===== config.mk =====
export PLATFORM = sky130hd
export DESIGN_NAME = si_inst_injector
export DESIGN_NICKNAME = d
export VERILOG_FILES = /design/src/rtl/si_pkg.sv /design/src/rtl/si_inst_injector.sv
export SDC_FILE = /design/constraint.sdc
export NUM_CORES = 1
export LEC_CHECK = 0
export BUFFER_PORTS_ARGS = -buffer_cell sky130_fd_sc_hd__buf_2
export CAP_MARGIN = 20
export CELL_PAD_IN_SITES_DETAIL_PLACEMENT = 0
export CELL_PAD_IN_SITES_GLOBAL_PLACEMENT = 1
export CORE_ASPECT_RATIO = 0.9
export CORE_MARGIN = 10
export CORE_UTILIZATION = 30
export CTS_CLUSTER_DIAMETER = 80
export DETAILED_ROUTE_END_ITERATION = 10
export HOLD_SLACK_MARGIN = 0.15
export MAX_ROUTING_LAYER = met4
export PLACE_DENSITY_LB_ADDON = 0.12
export SYNTH_ARGS = -nofsm -noshare
export SYNTH_HDL_FRONTEND = slang
export SYNTH_SLANG_ARGS = --single-unit

===== constraint.sdc =====
create_clock -name clk -period 4.75 [get_ports clk]
set_input_delay 0.2375 -clock clk [delete_from_list [all_inputs] [get_ports clk]]
set_output_delay 0.2375 -clock clk [all_outputs]
set_load 0.01 [all_outputs]

===== src/rtl/si_pkg.sv =====
// Shared definitions for the single-instruction injection harness and the
// instruction-legality decode that sits beside it.
package si_pkg;

  typedef enum logic [2:0] {
    IDLE   = 3'd0,
    WARMUP = 3'd1,
    INJECT = 3'd2,
    DRAIN  = 3'd3,
    CHECK  = 3'd4,
    DONE   = 3'd5
  } state_e;

  localparam logic [6:0]  NOP_OPCODE       = 7'b1111111;
  localparam logic [31:0] NOP_INST_DEFAULT = {25'd0, NOP_OPCODE};

  // RV32I major opcodes recognised by the legality decode
  localparam logic [6:0] OPC_OP     = 7'b0110011;
  localparam logic [6:0] OPC_OP_IMM = 7'b0010011;
  localparam logic [6:0] OPC_LOAD   = 7'b0000011;
  localparam logic [6:0] OPC_STORE  = 7'b0100011;
  localparam logic [6:0] OPC_BRANCH = 7'b1100011;
  localparam logic [6:0] OPC_JAL    = 7'b1101111;
  localparam logic [6:0] OPC_JALR   = 7'b1100111;
  localparam logic [6:0] OPC_LUI    = 7'b0110111;
  localparam logic [6:0] OPC_AUIPC  = 7'b0010111;

endpackage


===== src/rtl/si_inst_injector.sv =====
// Instruction-feed sequencer: NOP warm-up, one held symbolic instruction,
// NOP drain until retirement, then a single-cycle check window.
module si_inst_injector
  import si_pkg::*;
#(
  parameter int unsigned WARMUP_CYCLES = 4,
  parameter int unsigned DRAIN_MAX     = 32,
  parameter logic [31:0] NOP_INST      = NOP_INST_DEFAULT
) (
  input  logic        clk,
  input  logic        reset_x,
  input  logic        start,
  input  logic [31:0] sym_inst,
  input  logic        fetch_stall,
  input  logic [1:0]  retire_cnt,
  output logic [31:0] inst_out,
  output logic        inst_valid,
  output logic [31:0] held_inst,
  output logic        busy,
  output logic        check_en,
  output logic        done,
  output logic        timeout,
  output logic        spurious_retire
);

  localparam logic [7:0] WARM_LAST  = 8'(WARMUP_CYCLES - 1);
  localparam logic [7:0] DRAIN_LAST = 8'(DRAIN_MAX - 1);

  state_e      state, state_nxt;
  logic [7:0]  counter, counter_nxt;
  logic [31:0] held_nxt;
  logic        retired, retired_nxt;
  logic        timeout_nxt, spurious_nxt;
  logic        retire_any, retire_spur;

  assign retire_any  = (retire_cnt != 2'd0);
  // code 3 is not a legal commit count, so it never flags a spurious retire
  assign retire_spur = (retire_cnt == 2'd1) || (retire_cnt == 2'd2);

  always_comb begin
    state_nxt    = state;
    counter_nxt  = counter;
    held_nxt     = held_inst;
    retired_nxt  = retired;
    timeout_nxt  = timeout;
    spurious_nxt = spurious_retire;
    unique case (state)
      IDLE:
        if (start) begin
          state_nxt   = WARMUP;
          counter_nxt = '0;
        end
      WARMUP:
        if (counter == WARM_LAST) begin
          held_nxt    = sym_inst;
          counter_nxt = '0;
          state_nxt   = INJECT;
        end else begin
          counter_nxt = counter + 8'd1;
        end
      INJECT:
        if (!fetch_stall) begin
          state_nxt   = DRAIN;
          counter_nxt = '0;
        end
      DRAIN:
        // retirement wins over timeout on the last drain cycle
        if (retire_any) begin
          state_nxt   = CHECK;
          retired_nxt = 1'b1;
        end else if (counter == DRAIN_LAST) begin
          state_nxt   = DONE;
          timeout_nxt = 1'b1;
        end else begin
          counter_nxt = counter + 8'd1;
        end
      CHECK:   state_nxt = DONE;
      default: state_nxt = state;
    endcase
    if (retire_spur && (state inside {IDLE, WARMUP, INJECT, CHECK}))
      spurious_nxt = 1'b1;
  end

  always_ff @(posedge clk or negedge reset_x) begin
    if (!reset_x) begin
      state           <= IDLE;
      counter         <= '0;
      retired         <= 1'b0;
      held_inst       <= '0;
      busy            <= 1'b0;
      check_en        <= 1'b0;
      done            <= 1'b0;
      timeout         <= 1'b0;
      spurious_retire <= 1'b0;
    end else begin
      state           <= state_nxt;
      counter         <= counter_nxt;
      retired         <= retired_nxt;
      held_inst       <= held_nxt;
      busy            <= state_nxt inside {WARMUP, INJECT, DRAIN};
      check_en        <= (state_nxt == CHECK);
      done            <= (state_nxt == DONE);
      timeout         <= timeout_nxt;
      spurious_retire <= spurious_nxt;
    end
  end

  assign inst_valid = (state == INJECT);
  assign inst_out   = inst_valid ? held_inst : NOP_INST;

endmodule


# Word level (Yosys, flattened, before mapping)
# Cells that the tools add are included.
[totals]
output_inout_bits = 70
regBits = 48
wordCells = 50
in_bits = 38
[op_classes]
addsub = 1
eq_ne = 17
mux = 13
reduce_logical = 10
bitwise = 1
[op_table]
columns = ["cell", "count"]
rows = [
  ["$mux W8", 5],
  ["$mux W32", 1],
  ["$pmux W8 S4", 1],
  ["$mux W3", 5],
  ["$pmux W3 S5", 1],
  ["$eq A3 B2 Y1 const B", 4],
  ["$eq A3 B3 Y1 const B", 3],
  ["$add A8 B1 Y8 const B", 1],
  ["$eq A8 B2 Y1 const B", 1],
  ["$eq A8 B5 Y1 const B", 1],
  ["$ne A2 B2 Y1 const B", 4],
  ["$reduce_bool A4 Y1", 2],
  ["$eq A3 B1 Y1 const B", 2],
  ["$reduce_and A5 Y1", 1],
  ["$logic_not A3 Y1", 1],
  ["$reduce_and A3 Y1", 1],
  ["$reduce_bool A3 Y1", 1],
  ["$eq A2 B1 Y1 const B", 1],
  ["$eq A2 B2 Y1 const B", 1],
  ["$reduce_and A2 Y1", 1],
  ["$reduce_bool A2 Y1", 1],
  ["$logic_and A1 B1 Y1", 1],
  ["$logic_or A1 B1 Y1", 1],
  ["$not A1 Y1", 1],
]

# Logic depth before layout (Yosys ltp)
[depth]
word_depth = 6
mapped_depth = 7
ltp_nobuf = 6

# Worst setup path after synthesis
# No wires, ideal clock.
[synth_timing]
path_type = "register to register"
start = "register counter[0]"
end = "register held_inst[10]"
arrival_ns = 1.706
synth_period_minus_slack_ns = 1.831
t_required_ns = 4.625
setup_ns = 0.125
path_stages_with_launch = 7
slack_ns = 2.919
path_buffers = 2
cell_sequence = "dfrtp_1 ha_1 nor4b_2 and4_1 buf_4 buf_6 mux2_2"
[synth_via]
elab_chain_len = 2
[synth_rtl]
columns = ["item", "line", "text"]
rows = [
  ["start: declaration", "si_inst_injector.sv:30", "logic [7:0] counter, counter_nxt;"],
  ["start signal: assignment", "si_inst_injector.sv:97", "counter <= counter_nxt;"],
  ["$eq A8 B2 Y1", "si_inst_injector.sv:54", "if (counter == WARM_LAST) begin"],
  ["$reduce_and A2 Y1 (no source line)", "--", ""],
  ["end signal: assignment", "si_inst_injector.sv:99", "held_inst <= held_nxt;"],
  ["end: declaration", "si_inst_injector.sv:18", "output logic [31:0] held_inst,"],
]
# No other way between the ends.
# A chain may end at the register's enable or synchronous reset.

# Final worst setup path
[layout_timing]
start = "register state[0]"
end = "output inst_out[29]"
[layout_via]
elab_chain_len = 2
[layout_rtl]
columns = ["item", "line", "text"]
rows = [
  ["start: declaration", "si_inst_injector.sv:29", "state_e state, state_nxt;"],
  ["start signal: assignment", "si_inst_injector.sv:96", "state <= state_nxt;"],
  ["$eq A3 B2 Y1", "si_inst_injector.sv:108", "assign inst_valid = (state == INJECT);"],
  ["$mux W32", "si_inst_injector.sv:109", "assign inst_out = inst_valid ? held_inst : NOP_INST;"],
  ["end: declaration", "si_inst_injector.sv:16", "output logic [31:0] inst_out,"],
]
# No other way between the ends.

==> out/qor.yml <==
clock_network:
  clockRootBuffer: "clkbuf_8"
  clk_latency_ns: 0.30
  clk_path_buf_depth: 2
  cts.clk_slew.worst_paths_ns: 0.09
  cts_setup_buffers: 0
  cts_made_buffers: 5
  cts_tree: "done"
  cts.sinks: 48
  htreeDepth: 2
timing:
  max_slew.worst_pin.slew_ns: 0.630
  worst_slack_ns: 2.56
  slew_headroom_pct: 58.0
  period_share_pct: 46.1
  min_period_ns: 2.19
  tns_ns: 0
  rsz0062_at_grt: "no"
  hold_violations: 0
  fmax_mhz: 457
  skew_ns: 0.00750
  slew_viol_final: 0
  setup_viol: 0
  whs_ns: 0.163
power:
  finalPower_uw: 891
  seqPwrFrac_pct: 52.7
  swShare_pct: 25.1
  peakVddDrop_mv: 0.104
  p_per_area_nw_per_um2: 279
  pwr-share-comb_pct: 13.4
  clkPwrFrac_pct: 33.9
  intPower_uw: 667
  p_leak_uw: 0.00171
  p_switching_uw: 224
yosys:
  async_flop_share_pct: 100
  synth.distinct_cells: 41
  synth_nets: 237
  synthCells: 197
  synth_edf_count: 0
  ys_warn_count: 0
  ys_ff_latch: 48
  synth_area_per_cell_um2: 11.9
  yosysSeqAreaShare_pct: 51.3
  syn_area_um2: 2340
  synth-main-ff-cell: "dfrtp_1"
worst_setup_path:
  cp.arrival_ns: 1.95
  critPathRequiredTime_ns: 4.51
  start_kind: "flop"
  path_class: "reg2out"
  regToRegSetupSlack_ns: 2.57
  cp-end-kind: "primary output"
  path_max_fanout: 22
final_layout:
  fin_util_pct: 42.1
  drive_gt1_share_pct: 48.9
  fill_cells: 749
  antenna_cells: 0
  syn_to_final_growth_pct: 36.4
  nets: 358
  multi_input_area_um2: 1030
  seqCellArea_um2: 1200
route:
  vias: 1944
  viasPerCell: 4.68
  routedWlPerCell_um: 15.6
  ant_nets: 0
  firstDrtPassIters: 4
  finalWirelength_um: 6460
  drt_iter0_markers: 103
  drc_errors: 0
global_route:
  grt_antenna_before_repair: 0
  grt_max_degree: 49
  grt_pass1_vias: 1956
  track_usage_pct: 11.1
  grt-ovfl-total: 0
  grt_pass1_wl_um: 10500
floorplanning:
  die_y_um: 104
  initial_core_util_pct: 30.9
  boundaryPins: 108
  die_area_um2: 11700
  rows: 30
  core-area_um2: 7580
  die_w_um: 113
placed_design:
  port_buffers: 107
  place_ws_ns: 2.57
  dp_hpwl_um: 4880
  gp_congestion: 0.735
job:
  drv_cap: 0
run_status:
  status: "complete, no violations"
min_path:
  worstHoldPathType: "in2reg"
[what timing repair did]
action | 4_1_cts | 5_1_grt
hold buffers | 13 | 1
endpoints found under the hold margin | 60 | 1
gates resized for setup | 0 | 0
[routing by layer]
metal | vias to the layer above | GRT usage [%] | part of all wire (%) | wire, um
met2 | 60 | 17.8 | 50 | 3260
met3 | 4 | 3.29 | 6.3 | 406
met5 | - | - | 0 | 0
met1 | 938 | 13.2 | 42 | 2720
met4 | 0 | 2.90 | 1.1 | 69
li1 | 942 | - | - | -
[cells in the mapped netlist, types with 4 or more instances]
master / number / area [um2]
and2_1: 26 / 163
nand2b_1: 5 / 31.3
or3_1: 8 / 50.1
a211o_1: 4 / 35.0
nor2_1: 6 / 22.5
nand2_1: 4 / 15.0
inv_1: 7 / 26.3
o21ai_0: 4 / 20.0
dfrtp_1: 48 / 1200
mux2_2: 30 / 338
buf_6: 5 / 56.3
[cell families after synthesis]
group | count (synthesis) | synth area share [%]
DFF | 48 | 51.3
AOI/OAI and AO/OA | 29 | 9.40
adders and majority gates | 2 | 1.07
buffers and inverters | 17 | 4.54
and+or+nand+nor | 69 | 18.3
muxes | 32 | 15.4
[cells in the final DEF (no fill, tap or decap), types with 4 or more instances in the layout]
cell             n
buf_2          107
dfrtp_1         48
mux2_2          30
and2_1          26
dlygate4sd3_1   14
or3_1            8
inv_1            7
nor2_1           6
nand2b_1         5
clkbuf_8         5
nand2_1          4
a211o_1          4
o21ai_0          4
[layout make-up]
class | count | share of cell area, %
Clock buffer | 5 | 2.15
Inverter | 7 | 0.822
Tap cell | 96 | 3.76
Sequential cell | 48 | 37.6
Multi-Input combinational cell | 132 | 32.4
Clock inverter | 3 | 1.45
Timing Repair Buffer | 124 | 21.8
[power by group through the flow]
stage / Sequential (uW) / Clock [uW] / Combinational, uW
after floorplan: 486 / 0 / 40.0
after global placement: 477 / 0 / 114
after detailed placement: 477 / 0 / 114
after CTS: 470 / 318 / 123
after global routing: 476 / 333 / 137
final: 469 / 302 / 120
[metrics by stage]
stage               cell area (um2)  instances
floorplan                      2340        197
finish                         3200        415
global placement               2930        392
global route                   3200        415
detailed placement             2940        393
CTS                            3190        414
[worst max-delay path: stages, from the launching register on]
cell and delay [ns]:
dfrtp_1 0.46, inv_1 0.14, nand2_1 0.17, nor2_1 0.32
buf_4 0.28, and2_1 0.16, buf_2 0.13
[final timing paths]
path	start	to	cells past startpoint
min in group asynchronous	reset_x	counter[1]$_DFFE_PN0P_	3
hold / removal	sym_inst[19]	held_inst[19]$_DFFE_PN0P_	2
setup / recovery	state[0]$_DFF_PN0_	inst_out[29]	6
max in group asynchronous	reset_x	held_inst[23]$_DFFE_PN0P_	3
setup reg to reg	counter[0]$_DFFE_PN0P_	held_inst[0]$_DFFE_PN0P_	5
hold reg to reg	timeout$_DFFE_PN0P_	timeout$_DFFE_PN0P_	1
[registers in the layout (all words and copies together), names as in the netlist]
name	count
busy	1
done	1
held_inst	32
counter	8
timeout	1
state	3
check_en	1
spurious_retire	1
No activity file was read; power rests on OpenSTA's default activity.
